## config.mk

```make
export PLATFORM = sky130hd
export DESIGN_NAME = alu_issue_stage
export DESIGN_NICKNAME = d
export VERILOG_FILES = /design/src/rtl/alu_issue_stage.sv
export SDC_FILE = /design/constraint.sdc
export NUM_CORES = 1
export LEC_CHECK = 0
export ABC_CLOCK_PERIOD_IN_PS = 2600
export CORE_UTILIZATION = 40
export CTS_CLUSTER_SIZE = 12
export DETAILED_ROUTE_END_ITERATION = 6
export HOLD_SLACK_MARGIN = 0.15
export REMOVE_ABC_BUFFERS = 1
export SKIP_LAST_GASP = 1
export SYNTH_ARGS = -nofsm -noshare
export SYNTH_HDL_FRONTEND = slang
export SYNTH_SLANG_ARGS = --single-unit
export TNS_END_PERCENT = 5
```

## constraint.sdc

```tcl
create_clock -name clk -period 2.6 [get_ports clk]
set_input_delay 0.78 -clock clk [delete_from_list [all_inputs] [get_ports clk]]
set_output_delay 0.78 -clock clk [all_outputs]
set_load 0.02 [all_outputs]
```

## src/rtl/alu_issue_stage.sv

```systemverilog
// rtl/alu_issue_stage.sv - operand-issue stage with register file, scoreboard and registered ALU bundle
// Optional statistics counters: define ALU_ISSUE_STATS_EN.
module alu_issue_stage #(
  parameter int AW = 3,
  parameter int DW = 32
) (
  input  logic          clk,
  input  logic          rst_n,
  input  logic          in_valid,
  output logic          in_ready,
  input  logic [2:0]    in_op,
  input  logic [AW-1:0] in_rs1,
  input  logic [AW-1:0] in_rs2,
  input  logic [AW-1:0] in_rd,
  input  logic [DW-1:0] in_imm,
  input  logic          in_use_imm,
  output logic          out_valid,
  input  logic          out_ready,
  output logic [2:0]    alu_op,
  output logic [DW-1:0] operand1,
  output logic [DW-1:0] operand2,
  output logic [AW-1:0] out_rd,
  input  logic          wb_valid,
  input  logic [AW-1:0] wb_rd,
  input  logic [DW-1:0] wb_data
`ifdef ALU_ISSUE_STATS_EN
  ,
  output logic [31:0]   issue_count,
  output logic [31:0]   stall_count
`endif
);

  localparam int NREGS = 2 ** AW;

  logic [DW-1:0]    regs_q [NREGS];
  logic [NREGS-1:0] pending_q, pending_d;
  logic             valid_q, valid_d;
  logic [2:0]       op_q;
  logic [DW-1:0]    op1_q, op2_q;
  logic [AW-1:0]    rd_q;

  logic          wb_hit1, wb_hit2, wb_hitd;
  logic          haz1, haz2, hazd, hazard, issue;
  logic [DW-1:0] src1, src2;

  // A writeback this cycle both forwards its data and clears the matching hazard.
  assign wb_hit1 = wb_valid && (wb_rd == in_rs1);
  assign wb_hit2 = wb_valid && (wb_rd == in_rs2);
  assign wb_hitd = wb_valid && (wb_rd == in_rd);

  assign haz1   = pending_q[in_rs1] && (in_rs1 != '0) && !wb_hit1;
  assign haz2   = pending_q[in_rs2] && (in_rs2 != '0) && !in_use_imm && !wb_hit2;
  assign hazd   = pending_q[in_rd] && (in_rd != '0) && !wb_hitd;
  assign hazard = haz1 || haz2 || hazd;

  assign in_ready = (!valid_q || out_ready) && !hazard;
  assign issue    = in_valid && in_ready;

  assign src1 = (in_rs1 == '0) ? '0 : (wb_hit1 ? wb_data : regs_q[in_rs1]);
  assign src2 = in_use_imm ? in_imm :
                ((in_rs2 == '0) ? '0 : (wb_hit2 ? wb_data : regs_q[in_rs2]));

  always_comb begin
    pending_d = pending_q;
    valid_d   = valid_q;
    if (wb_valid && (wb_rd != '0)) pending_d[wb_rd] = 1'b0;
    // Applied after the clear so a same-rd issue keeps the register pending.
    if (issue && (in_rd != '0)) pending_d[in_rd] = 1'b1;
    if (issue) valid_d = 1'b1;
    else if (out_ready) valid_d = 1'b0;
  end

  always_ff @(posedge clk or negedge rst_n) begin
    if (!rst_n) begin
      for (int i = 0; i < NREGS; i++) regs_q[i] <= '0;
      pending_q <= '0;
      valid_q   <= 1'b0;
      op_q      <= '0;
      op1_q     <= '0;
      op2_q     <= '0;
      rd_q      <= '0;
    end else begin
      if (wb_valid && (wb_rd != '0)) regs_q[wb_rd] <= wb_data;
      pending_q <= pending_d;
      valid_q   <= valid_d;
      if (issue) begin
        op_q  <= in_op;
        op1_q <= src1;
        op2_q <= src2;
        rd_q  <= in_rd;
      end
    end
  end

  assign out_valid = valid_q;
  assign alu_op    = op_q;
  assign operand1  = op1_q;
  assign operand2  = op2_q;
  assign out_rd    = rd_q;

`ifdef ALU_ISSUE_STATS_EN
  logic [31:0] issue_cnt_q, stall_cnt_q;

  always_ff @(posedge clk or negedge rst_n) begin
    if (!rst_n) begin
      issue_cnt_q <= '0;
      stall_cnt_q <= '0;
    end else begin
      if (issue) issue_cnt_q <= issue_cnt_q + 32'd1;
      if (in_valid && hazard) stall_cnt_q <= stall_cnt_q + 32'd1;
    end
  end

  assign issue_count = issue_cnt_q;
  assign stall_count = stall_cnt_q;
`endif

endmodule

```

Yosys cells after proc, flatten, opt, wreduce, memory -nomap -nowiden --
Cells that the tools add are included.
Storage, ports and cells: register bits after elaboration 335, input bits 85, output and inout bits 72
Operators by class: magnitude comparators 10, equality and inequality tests 3, muxes and demuxes 28, bitwise operators 6, reductions and logical operators 33
Operators by type and width (count):
- 32-bit 2-to-1 mux | 10
- 256-bit bitwise mux | 1
- 32-bit binary-select mux with 3-bit select | 2
- 32-bit demux with 3-bit select | 1
- 1-bit logical AND | 17
- 3-bit by 4-bit < comparator with 1-bit output, second input constant | 4
- 8-bit 2-to-1 mux | 2
- 4-bit >= comparator, second input constant | 3
- 3-bit inverter with 4-bit output | 3
- 3-bit nonzero test | 4
- 1-bit binary-select mux with 3-bit select | 3
- 3-bit == test | 3
- 8-bit AND | 1
- 8-bit inverter | 1
- 8-bit OR | 1
- 1-bit 2-to-1 mux | 7
- 1-bit demux with 3-bit select | 2
- 3-bit by 1-bit >= comparator with 1-bit output, second input constant | 2
- 1-bit zero test | 6
- 3-bit zero test | 2
- 4-bit by 1-bit < comparator with 1-bit output, second input constant | 1
- 1-bit logical OR | 3
- 2-bit nonzero test | 1

Depth between registers and ports, before layout --
depth after elaboration 12, mapped depth 9

Worst setup path before layout --
Ideal clock, no wire load.
path kind input port to output port, start point input in_rs1[0], end point output in_ready, arrival time 2.051 ns, required time 1.820 ns, setup slack -0.231 ns, stages on the path 5, buffers on the path 1, cell sequence buf_2 > mux4_2 > and2_1 > a32oi_2 > and3_1
Between the ends: word-level cells in the longest chain between the ends 8, elaborated cells on any way between the ends 12
RTL lines:
- from (decl) | line 12 | input logic [AW-1:0] in_rs1,
- 1-bit binary-select mux with 3-bit select / 3-bit == test (equally long branches) | line 51, 47
- 1-bit 2-to-1 mux (implied by the code) / 1-bit logical AND (equally long branches) | line 51, 47
- 1-bit logical AND / 1-bit zero test (equally long branches) | line 51 | assign haz1 = pending_q[in_rs1] && (in_rs1 != '0) && !wb_hit1;
- 1-bit logical AND (*) | line 51
- 1-bit logical OR (*) (2 in a row) | line 54 | assign hazard = haz1 || haz2 || hazd;
- 1-bit zero test (*) | line 56 | assign in_ready = (!valid_q || out_ready) && !hazard;
- 1-bit logical AND (*) | line 56
- to (decl) | line 10 | output logic in_ready,
Every way passes the cells marked *; elsewhere a longest branch is shown, timed or not. The select of a mux whose other input is x is not followed.

Final worst setup path --
start point register pending_q[3], end point output in_ready
Between the ends: word-level cells in the longest chain between the ends 9, elaborated cells on any way between the ends 17
RTL lines:
- from (decl) | line 36 | logic [NREGS-1:0] pending_q, pending_d;
- from (signal assigned) | line 84 | pending_q <= pending_d;
- 1-bit binary-select mux with 3-bit select | line 52 | assign haz2 = pending_q[in_rs2] && (in_rs2 != '0) && !in_use_imm && !wb_hit2;
- 1-bit 2-to-1 mux (implied by the code) | line 52
- 1-bit logical AND (3 in a row) | line 52
- 1-bit logical OR | line 54
- 1-bit logical OR (*) | line 54
- 1-bit zero test (*) | line 56
- 1-bit logical AND (*) | line 56
Marked as above.

==> impl_metrics.yaml <==
outcome:
  status: "finished with violations"
  failed_checks: "negative setup slack"
route:
  drc: 0
  ant_nets: 0
  routed_wl_um: 51900
  initialDrtViolationCount: 905
  drt_first_pass_iters: 5
  num_vias: 12600
  viasPerCell: 6.02
  avgRoutedWirePerCell_um: 24.8
worst_setup_path:
  worst-setup-path-type: "reg -> out"
  rr_worst_depth: 13
  crit_path_start_kind: "flop"
  crit_fanout: 3
  cp.arrival_ps: 2200
  required_ps: 1820
  regToRegStartpoint: "pending_q[1]"
  end_kind: "output pin"
  cp-startpoint: "pending_q[3]"
floorplanning:
  floorplan.initialDensity: 0.407
  die_w_um: 201
  pin_count: 157
  num_rows: 72
  core_area_mm2: 0.0388
  die_h_um: 201
  die-area_mm2: 0.0403
sta:
  relSlewSlack: 0.310
  worst_hold_slack_ps: 193
  clock_skew_ps: 8.88
  period_needed_ps: 2980
  hold_viol_final: 0
  setup_slack_ps: -379
  drv_slew: 0
  fin_crit_sh: 1.15
  rsz0062_at_grt: "yes"
  finalSetupViolCount: 71
  fmax_mhz: 336
  fin_tns_setup_ps: -8820
  tightestPinTransition_ps: 1040
placement:
  dpl.hpwl_um: 29100
  port-buffer-count: 156
  gp_congestion: 0.801
  placed_cell_area_mm2: 0.0185
grt:
  grt_use_total: 0.259
  grt_pass1_wl_um: 79800
  grt_pass1_vias: 12900
  antenna_found_initial: 2
  grt_overflow: 0
  grt_max_degree: 82
pwr:
  ir_drop_uv: 395
  pwr-share-seq: 0.384
  combinationalPowerShare: 0.348
  p_int_w: 0.0124
  p_sw_w: 0.00563
  p_per_area_mw_per_mm2: 892
  p_leak_nw: 8.56
  swShare: 0.313
  clock_power_share: 0.268
synthesis:
  yosys_register_bits: 302
  synth_ff_type: "dfrtp_1"
  synth_edf_count: 0
  ys_async_sr_fraction: 1.00
  synth.distinct_cells: 44
  synth.area.top_cells: "dfrtp_1 (48%), mux2_2 (20%), mux2i_1 (4.2%), o22ai_1 (2.7%), clkbuf_1 (2.5%)"
  synthCells: 1368
  syn_area_per_cell_um2: 11.6
  synth_top_area_cell: "dfrtp_1"
  synth_top_area_frac: 0.478
  yosysWarnings: 0
  synthesis.area_mm2: 0.0158
  yosysSeqAreaShare: 0.478
final_layout:
  nNetsFinal: 1629
  syn2layout_area_growth_pct: 27.5
  multi_input_area_mm2: 0.00759
  register_area_mm2: 0.00756
  layout_commonest_cell: "dfrtp_1"
  final_area_mm2: 0.0202
  nFillCells: 3394
  mostFrequentLayoutCells: "dfrtp_1 (302), mux2_2 (280), clkdlybuf4s50_1 (140), buf_4 (73), inv_1 (68)"
  layout-drive-gt1-share: 0.315
clocking:
  cts_root_buf: "clkbuf_16"
  clkLatencyLatePin_ps: 520
  cts_tree: "built"
  h-tree-depth: 2
  cts_hold_buf: 0
  clock_path_buffers: 3
  clock-sinks: 302
  clk_pin_slew_ps: 60
  cts-buffers-inserted: 37
flow_run:
  cap_viol_max_count: 0
worst_hold_path:
  hold_class: "in -> async"
-- through the flow --
stage | power (W) | setup slack (ps) | std cells | util
after floorplan | 0.0100 | -2000 | 1236 | -
final | 0.0180 | -379 | 2090 | 0.519
after global routing | 0.0189 | -427 | 2088 | 0.519
after CTS | 0.0181 | -406 | 2087 | 0.519
after global placement | 0.0124 | -1220 | 1997 | 0.476
after detailed placement | 0.0125 | -1180 | 1997 | 0.476
-- cells in the mapped netlist (all sizes together) (4+ instances only) --
cell    number
dfrtp      302
nor2        36
a22o        14
buf         26
o22a        14
mux2       296
o221ai      31
inv         69
a21oi       63
a22oi       17
nor2b        5
nand4        5
nand2       44
o31ai       34
a211oi      50
a221oi      33
nand4b       4
xnor2        9
o22ai       67
a32oi       33
mux2i       67
and2        18
clkbuf     106
-- state kept, by name (all words and copies together), names as in the netlist --
name,count
out_valid,1
operand1,32
out_rd,3
alu_op,3
regs_q,224
pending_q,7
operand2,32
-- timing repair --
action                     4_1_cts  5_1_grt
cloned                           9        0
gates resized for setup         41        4
setup endpoints to repair       59       76
buffers inserted                20        2
pin swaps                        6        5
-- routing by layer --
layer | vias to the layer above | global-route usage | part of all wire
met5 | - | 0 | 0.00025
met3 | 110 | 0.0446 | 0.069
met4 | 2 | 0.0883 | 0.030
met2 | 528 | 0.413 | 0.46
met1 | 6404 | 0.355 | 0.44
li1 | 5529 | - | -
-- cell families (layout without fill, tap and decap cells) --
group           count (synthesis)  in the layout  synth area share
mux                           366            366             0.260
compound gates                362            362             0.167
flops                         302            302             0.478
buf+inv                       201            403            0.0506
simple gates                  128            128            0.0401
xor+xnor                        9              9           0.00498
other cells                     0              2                 0
-- critical path: stages (launching register included) --
cell	delay (ps)
dfrtp_1	400
buf_6	130
mux4_2	440
and2_4	160
a32oi_4	220
and3_4	230
buf_6	110
-- cell type report --
class	count	share of cell area
multi-input cells	865	0.377
inverters	69	0.0128
well taps	518	0.0322
diodes	2	0.000248
flip-flops and latches	302	0.375
clock buffers	62	0.0546
repair buffers	269	0.148
clock inverters	3	0.000745
-- worst paths after layout --
kind,to,slack (ps)
min reg2reg,alu_op[0],490
min,out_valid,190
min in group clk,alu_op[0],490
max,in_ready,-380
max in group asynchronous,operand2[11],1600
max reg2reg,operand2[30],-150
-- power groups by stage --
stage / clock, W / sequential, W / combinational [W]
final: 0.00483 / 0.00690 / 0.00626
after detailed placement: 0 / 0.00695 / 0.00557
after CTS: 0.00492 / 0.00688 / 0.00627
after global routing: 0.00511 / 0.00708 / 0.00667
after floorplan: 0 / 0.00739 / 0.00263
after global placement: 0 / 0.00691 / 0.00549
No activity file was read; power rests on OpenSTA's default activity.
